===== config.mk =====
export PLATFORM = sky130hd
export DESIGN_NAME = hue_stage0
export DESIGN_NICKNAME = d
export VERILOG_FILES = /design/src/rtl/hue_pkg.sv /design/src/rtl/hue_divider.sv /design/src/rtl/hue_stage0.sv
export SDC_FILE = /design/constraint.sdc
export NUM_CORES = 1
export LEC_CHECK = 0
export ABC_AREA = 1
export CORE_UTILIZATION = 46
export CTS_BUF_LIST = sky130_fd_sc_hd__clkbuf_16
export DETAILED_ROUTE_END_ITERATION = 10
export GPL_TIMING_DRIVEN = 0
export HOLD_SLACK_MARGIN = 0.1
export PLACE_DENSITY = 0.66
export SYNTH_ARGS = -nofsm -noshare
export SYNTH_HDL_FRONTEND = slang
export SYNTH_HIERARCHICAL = 1
export SYNTH_SLANG_ARGS = --single-unit

===== constraint.sdc =====
create_clock -name i_clk -period 6.5 [get_ports i_clk]
set_input_delay 0.65 -clock i_clk [delete_from_list [all_inputs] [get_ports i_clk]]
set_output_delay 0.65 -clock i_clk [all_outputs]
set_load 0.03 [all_outputs]

===== src/rtl/hue_pkg.sv =====
// Shared definitions for the hue pipeline: function codes, fixed-point constants
// and the stage0 FSM encoding.
package hue_pkg;

  localparam int FRAC_W_DEF = 6;

  localparam logic [1:0] FN_GREY = 2'd0;
  localparam logic [1:0] FN_R    = 2'd1;
  localparam logic [1:0] FN_G    = 2'd2;
  localparam logic [1:0] FN_B    = 2'd3;

  // Degrees in unsigned Q.FRAC_W_DEF; hue_stage1 scales and offsets with these.
  localparam logic [15:0] FP_60  = 16'(60  << FRAC_W_DEF);
  localparam logic [15:0] FP_120 = 16'(120 << FRAC_W_DEF);
  localparam logic [15:0] FP_240 = 16'(240 << FRAC_W_DEF);
  localparam logic [15:0] FP_360 = 16'(360 << FRAC_W_DEF);

  typedef enum logic [1:0] {
    ST_IDLE = 2'd0,
    ST_PREP = 2'd1,
    ST_DIV  = 2'd2,
    ST_OUT  = 2'd3
  } state_t;

endpackage


===== src/rtl/hue_divider.sv =====
// Serial restoring divider producing Q_BITS quotient bits, MSB first, one per cycle.
// The caller guarantees dividend >> Q_BITS < divisor, so upper quotient bits are zero.
module hue_divider #(
  parameter int DVD_W  = 14,
  parameter int Q_BITS = 7
) (
  input  logic                    clk_i,
  input  logic                    rst_ni,
  input  logic                    start_i,
  input  logic [DVD_W-1:0]        dividend_i,
  input  logic [DVD_W-Q_BITS:0]   divisor_i,
  output logic                    busy_o,
  output logic                    done_o,
  output logic [Q_BITS-1:0]       quotient_o
);

  localparam int DSR_W = DVD_W - Q_BITS + 1;
  localparam int CNT_W = $clog2(Q_BITS + 1);

  logic [DSR_W-1:0]  rem_q, rem_d;
  logic [DSR_W-1:0]  den_q;
  logic [Q_BITS-1:0] quo_q;
  logic [CNT_W-1:0]  cnt_q;
  logic              busy_q;
  logic [DSR_W:0]    trial, diff;
  logic              fit;

  // quo_q doubles as the shift register feeding the low dividend bits in.
  always_comb begin
    trial = {rem_q, quo_q[Q_BITS-1]};
    diff  = trial - {1'b0, den_q};
    fit   = (trial >= {1'b0, den_q});
    rem_d = fit ? diff[DSR_W-1:0] : trial[DSR_W-1:0];
  end

  always_ff @(posedge clk_i or negedge rst_ni) begin
    if (!rst_ni) begin
      rem_q  <= '0;
      den_q  <= '0;
      quo_q  <= '0;
      cnt_q  <= '0;
      busy_q <= 1'b0;
    end else if (start_i) begin
      rem_q  <= {1'b0, dividend_i[DVD_W-1:Q_BITS]};
      quo_q  <= dividend_i[Q_BITS-1:0];
      den_q  <= divisor_i;
      cnt_q  <= CNT_W'(Q_BITS - 1);
      busy_q <= 1'b1;
    end else if (busy_q) begin
      rem_q <= rem_d;
      quo_q <= {quo_q[Q_BITS-2:0], fit};
      cnt_q <= cnt_q - 1'b1;
      if (cnt_q == '0) busy_q <= 1'b0;
    end
  end

  assign busy_o     = busy_q;
  assign done_o     = busy_q && (cnt_q == '0);
  assign quotient_o = quo_q;

endmodule


===== src/rtl/hue_stage0.sv =====
// Hue front end: max/min/delta, sector select and signed sector ratio numerator/delta.
//   state | meaning
//   IDLE  | ready for a pixel
//   PREP  | max/min/sector computed, divider loaded
//   DIV   | one quotient bit per cycle
//   OUT   | result registered to outputs, o_valid next cycle
module hue_stage0 import hue_pkg::*; #(
  parameter int DATA_W = 8,
  parameter int FRAC_W = FRAC_W_DEF
) (
  input  logic              i_clk,
  input  logic              i_rstn,
  input  logic [DATA_W-1:0] i_r,
  input  logic [DATA_W-1:0] i_g,
  input  logic [DATA_W-1:0] i_b,
  input  logic              i_valid,
  output logic              o_ready,
  output logic [15:0]       o_data,
  output logic [1:0]        o_function,
  output logic [DATA_W-1:0] o_max,
  output logic [DATA_W-1:0] o_delta,
  output logic              o_valid
);

  localparam int Q_BITS = FRAC_W + 1;

  state_t state_q, state_d;

  logic [DATA_W-1:0] r_q, g_q, b_q;
  logic [DATA_W-1:0] max_q, delta_q;
  logic [1:0]        fn_q;
  logic              neg_q;

  logic [15:0]       out_data_q;
  logic [1:0]        out_fn_q;
  logic [DATA_W-1:0] out_max_q, out_delta_q;
  logic              out_valid_q;

  logic                     accept, div_start, div_busy, div_done;
  logic [Q_BITS-1:0]        div_quo, quo_eff;
  logic [DATA_W+FRAC_W-1:0] div_dividend;

  logic [DATA_W-1:0] max_c, min_c, delta_c, mag_c;
  logic [1:0]        fn_c;
  logic signed [DATA_W:0] num_c;
  logic              neg_c;

  always_ff @(posedge i_clk or negedge i_rstn) begin
    if (!i_rstn) state_q <= ST_IDLE;
    else         state_q <= state_d;
  end

  always_comb begin
    state_d = state_q;
    unique case (state_q)
      ST_IDLE: if (accept) state_d = ST_PREP;
      ST_PREP: state_d = ST_DIV;
      ST_DIV:  if (div_done || !div_busy) state_d = ST_OUT;
      ST_OUT:  state_d = ST_IDLE;
      default: state_d = ST_IDLE;
    endcase
  end

  always_comb begin
    o_ready   = (state_q == ST_IDLE) && i_rstn;
    accept    = i_valid && o_ready;
    div_start = (state_q == ST_PREP);
  end

  // Tie priority R > G > B falls out of the >= ordering.
  always_comb begin
    if (r_q >= g_q && r_q >= b_q) begin
      max_c = r_q;
      min_c = (g_q < b_q) ? g_q : b_q;
      fn_c  = FN_R;
      num_c = $signed({1'b0, g_q}) - $signed({1'b0, b_q});
    end else if (g_q >= b_q) begin
      max_c = g_q;
      min_c = (r_q < b_q) ? r_q : b_q;
      fn_c  = FN_G;
      num_c = $signed({1'b0, b_q}) - $signed({1'b0, r_q});
    end else begin
      max_c = b_q;
      min_c = (r_q < g_q) ? r_q : g_q;
      fn_c  = FN_B;
      num_c = $signed({1'b0, r_q}) - $signed({1'b0, g_q});
    end
    delta_c = max_c - min_c;
    if (delta_c == '0) fn_c = FN_GREY;
    neg_c        = num_c[DATA_W];
    mag_c        = DATA_W'(neg_c ? -num_c : num_c);
    div_dividend = {mag_c, {FRAC_W{1'b0}}};
  end

  hue_divider #(
    .DVD_W  (DATA_W + FRAC_W),
    .Q_BITS (Q_BITS)
  ) u_div (
    .clk_i      (i_clk),
    .rst_ni     (i_rstn),
    .start_i    (div_start),
    .dividend_i (div_dividend),
    .divisor_i  (delta_c),
    .busy_o     (div_busy),
    .done_o     (div_done),
    .quotient_o (div_quo)
  );

  // A zero divisor leaves garbage in the divider; grey pixels report 0.
  assign quo_eff = (fn_q == FN_GREY) ? '0 : div_quo;

  always_ff @(posedge i_clk or negedge i_rstn) begin
    if (!i_rstn) begin
      r_q         <= '0;
      g_q         <= '0;
      b_q         <= '0;
      max_q       <= '0;
      delta_q     <= '0;
      fn_q        <= FN_GREY;
      neg_q       <= 1'b0;
      out_data_q  <= '0;
      out_fn_q    <= FN_GREY;
      out_max_q   <= '0;
      out_delta_q <= '0;
      out_valid_q <= 1'b0;
    end else begin
      if (accept) begin
        r_q <= i_r;
        g_q <= i_g;
        b_q <= i_b;
      end
      if (state_q == ST_PREP) begin
        max_q   <= max_c;
        delta_q <= delta_c;
        fn_q    <= fn_c;
        neg_q   <= neg_c;
      end
      out_valid_q <= (state_q == ST_OUT);
      if (state_q == ST_OUT) begin
        out_data_q  <= {neg_q && (quo_eff != '0), 15'(quo_eff)};
        out_fn_q    <= fn_q;
        out_max_q   <= max_q;
        out_delta_q <= delta_q;
      end
    end
  end

  assign o_data     = out_data_q;
  assign o_function = out_fn_q;
  assign o_max      = out_max_q;
  assign o_delta    = out_delta_q;
  assign o_valid    = out_valid_q;

endmodule


==> flow_results.org <==
** Worst setup path
- Launching point of the worst reg2reg path :: g_q[4]
- The worst register-to-register path has a setup slack of between 2 and 2.5 ns.
- For the worst setup path, the data required time is 6.75 ns.
- Startpoint class of the critical path :: register
- Worst r2r path cells :: 22
- In this run the worst path has a maximum fanout of 10.
- R2R Path End :: fn_q[1]
- The critical path is of the reg -> reg type.
- STA puts the critical path data arrival time at 4.71 ns.
- STA classifies the critical path endpoint as a register.

** Clock network
- The clock passes through at most 2 buffers.
- After clock tree synthesis, the clock-pin slew on the worst setup and hold paths is 0.07 ns.
- The H-tree generated during clock tree synthesis spans 3 levels.
- Count of cells resized by post-cts repair :: 0
- Latest clock arrival within the worst-skew pair :: 0.36 ns
- Buffers added to address setup during post-CTS repair amount to 0.
- CTS hold repair buffers :: 0
- Clock tree sinks :: 99
- TritonCTS clock tree :: done
- Num CTS Buffers :: 9
- Clock tree synthesis selected as its root buffer the cell clkbuf_16.

** STA
- Static timing analysis puts the maximum clock frequency at 224 MHz.
- In the finished design, the share of the clock period the worst path needs comes to 68.6%.
- Setup violations remaining at the end of the flow were counted as 0.
- Setup repair after global routing left no endpoint under its margin.
- Setup tns final :: 0 ns
- The smallest clock period supported by the final layout is computed as ~4.5 ns.
- The final number of max-transition violations is 0.
- Rel. slew slack :: 58.5%
- Final Hold Violating Endpoints :: 0
- Clock skew on the completed layout was measured at 0.0118 ns.
- Transition time of the tightest slew-check pin :: 0.623 ns

** Worst hold path
- Class of the worst hold path :: in -> async

** Run
- The tool flagged a number of max-cap violations equal to 0.

** Logic synthesis
- The synthesized netlist contains 44 unique library cells.
- Most frequently used flop master after synthesis :: dfrtp_1
- Summing the areas of all compound-gate instances in the mapped netlist gives 13.2% of the synthesized area.
- A synthesized cell averages 7.11 sq um.
- Share of synthesized flip-flops with an asynchronous set or reset :: 100%
- Summing the areas of all xor and xnor instances in the mapped netlist gives approximately 2.8% of the synthesized area.
- Among all cell types in the netlist, the one instantiated most often is nand2_1.
- Counting every instance in the synthesized netlist gives 1016.
- Combinational family with the most area after synthesis :: simple AND/OR/NAND/NOR gates
- Synthesized-area fraction occupied by adder cells :: 9.52%
- Summed instance area of the synthesized netlist :: 0.00723 sq mm
- In the post-synthesis netlist, the biggest area contributors are dfrtp_1 34%, nand2_1 19%, ha_1 8.1%.
- Number of synthesized register bits :: 99
- Simple-Gate Fraction of Synth Area :: 30.4%
- Multiplexer share of the synthesized area :: 0%
- The biggest area contributor in the post-synthesis netlist is dfrtp_1.
- Counting flops with a built-in enable in the synthesized netlist gives 0.
- After synthesis, flip-flops and latches occupy 34.3% of the total area.
- The top cell type by area accounts for around a third of the synthesized area.
- Number of warnings printed during yosys synthesis :: 6
- The commonest cells after synthesis are 357 x nand2_1, 120 x inv_1, 99 x dfrtp_1.

** Global route
- Antenna violations before repair :: 0
- Pin count of the biggest net entering global routing :: 58
- The via count of the first global-routing pass is between 6000 and 7000.
- Wire length of the first global-routing pass :: 31500 microns
- After global routing the overflow that remains totals 0.
- For this run, the total global-route usage over all layers was measured as 25.0%.

** Detailed routing
- WL final :: 18700 microns
- After detailed routing, the number of remaining DRC violations is 0.
- Using the TritonRoute via totals, the vias-per-cell ratio works out to 4.99.
- Detailed Route Iter0 Violations :: between 500 and 600
- The routed layout has 6536 vias.
- Average wire per cell in the routed design :: 14.3 microns
- Post-DRT Antenna Nets :: 0
- The pre-antenna-repair detailed-routing pass consisted of 6 iterations.

** Placed design
- Standard cell area after detailed placement :: 0.00811 sq mm
- Input and output buffers added on the ports amount to 54.
- Total half-perimeter wirelength after legalization and detailed placement :: 14900 microns
- RD Place Congestion :: ~0.96

** Layout
- Area Overhead vs Synth :: 15.7%
- Post-route standard cell area excluding fillers :: ~0.0084 sq mm
- Layout Utilization :: 54.8%
- Antenna cells :: 0
- After the last flow step, the layout net total stands at around 1200.
- Of the cells placed in the final design, the portion with a size suffix greater than 1 is approximately 6.8%.

** Floorplan
- Die outline height :: 127 microns
- The floorplan step set the die width to 127 microns.
- For this design the top-level I/O count stands at 63.
- The floorplan has 45 rows.
- Initial core utilization :: a little under half
- The die covers around 0.016 sq mm.
- The core region is 0.0153 sq mm.

** Status
- The run finished with clean final reports.
[routing by layer]
| metal | GRT usage [%] | wire [microns] | vias up |
|---|---|---|---|
| li1 | - | - | 3419 |
| met1 | 34.3 | 8880 | 2926 |
| met2 | 40.1 | 8490 | 165 |
| met3 | 4.06 | 884 | 26 |
| met4 | 8.47 | 470 | 0 |
| met5 | 0 | 0 | - |
[through the flow]
stage                     instances  hold slack, ns  setup slack (ns)
final                          1310           0.304              2.04
after global routing           1310           0.356              1.72
after CTS                      1310           0.326              2.08
after detailed placement       1295           0.459              2.12
after global placement         1294           0.454             0.121
after floorplan                1029           0.354              2.86
[flip-flops by register name, indices dropped and copies added, names as in the netlist, 2 cells and up]
name and count:
fn_q 2, u_div/quotient_o 7, u_div/den_q 8, o_data 8
o_delta 8, r_q 8, state_q 2, u_div/rem_q 8
o_function 2, max_q 8, delta_q 8, u_div/cnt_q 3
b_q 8, g_q 8, o_max 8
[logic make-up after synthesis]
family	count (synthesis)
simple gates	504
compound gates	171
buf+inv	166
flops	99
fa+ha+maj	52
xor+xnor	23
other cells	1
[cell type report]
cell class | count | area, sq um
fillers | 1530 | 6890
well taps | 211 | 264
inverters | 127 | 479
flip-flops and latches | 99 | 2480
clock buffers | 9 | 225
repair buffers | 55 | 566
clock inverters | 6 | 33.8
multi-input cells | 764 | 4090
plain buffers | 39 | 229
[cells in the final DEF (no fill, tap or decap), types with 6 or more instances in the layout]
| cell | n |
|---|---|
| xnor2_1 | 11 |
| buf_2 | 6 |
| nand2_1 | 357 |
| o211ai_1 | 13 |
| nand3_2 | 9 |
| nand4_1 | 9 |
| xor2_1 | 12 |
| a21oi_1 | 35 |
| o21ai_0 | 95 |
| clkbuf_1 | 16 |
| inv_1 | 121 |
| o21ai_1 | 8 |
| dfrtp_1 | 99 |
| nand3_1 | 62 |
| clkbuf_16 | 9 |
| nor2_1 | 39 |
| conb_1 | 14 |
| buf_4 | 11 |
| ha_1 | 47 |
| clkdlybuf4s50_1 | 53 |
[critical path, stage by stage (launching register included)]
cell and delay (ns):
dfrtp_1 0.38, inv_1 0.17, ha_1 0.33, a21oi_1 0.26, nand2_1 0.11, nand2_1 0.14, nand3_1 0.26, clkbuf_1 0.28
o21ai_0 0.18, o21ai_0 0.11, nor2_1 0.09, a21oi_1 0.05, ha_1 0.22, fa_1 0.41, o21ai_0 0.32, a21oi_1 0.12
o21bai_1 0.16, xor2_1 0.33, nand2_1 0.08, nor2_1 0.12, nand3_2 0.09, nand2_1 0.07, nand2_1 0.04
[worst max-delay path by stage]
| stage | slack (ns) | from | to |
|---|---|---|---|
| 2_1_floorplan | 2.86 | b_q[6] | fn_q[0] |
| 3_3_place_gp | 0.12 | i_rstn | g_q[0] |
| 3_5_place_dp | 2.12 | g_q[4] | fn_q[1] |
| 4_1_cts | 2.08 | g_q[4] | fn_q[1] |
| 5_1_grt | 1.72 | g_q[4] | fn_q[1] |
| 6_report | 2.04 | g_q[4] | fn_q[1] |
Power is left out: the tool's default activity adds up to more than one toggle a clock period on the data nets, which glitch-free logic cannot reach.
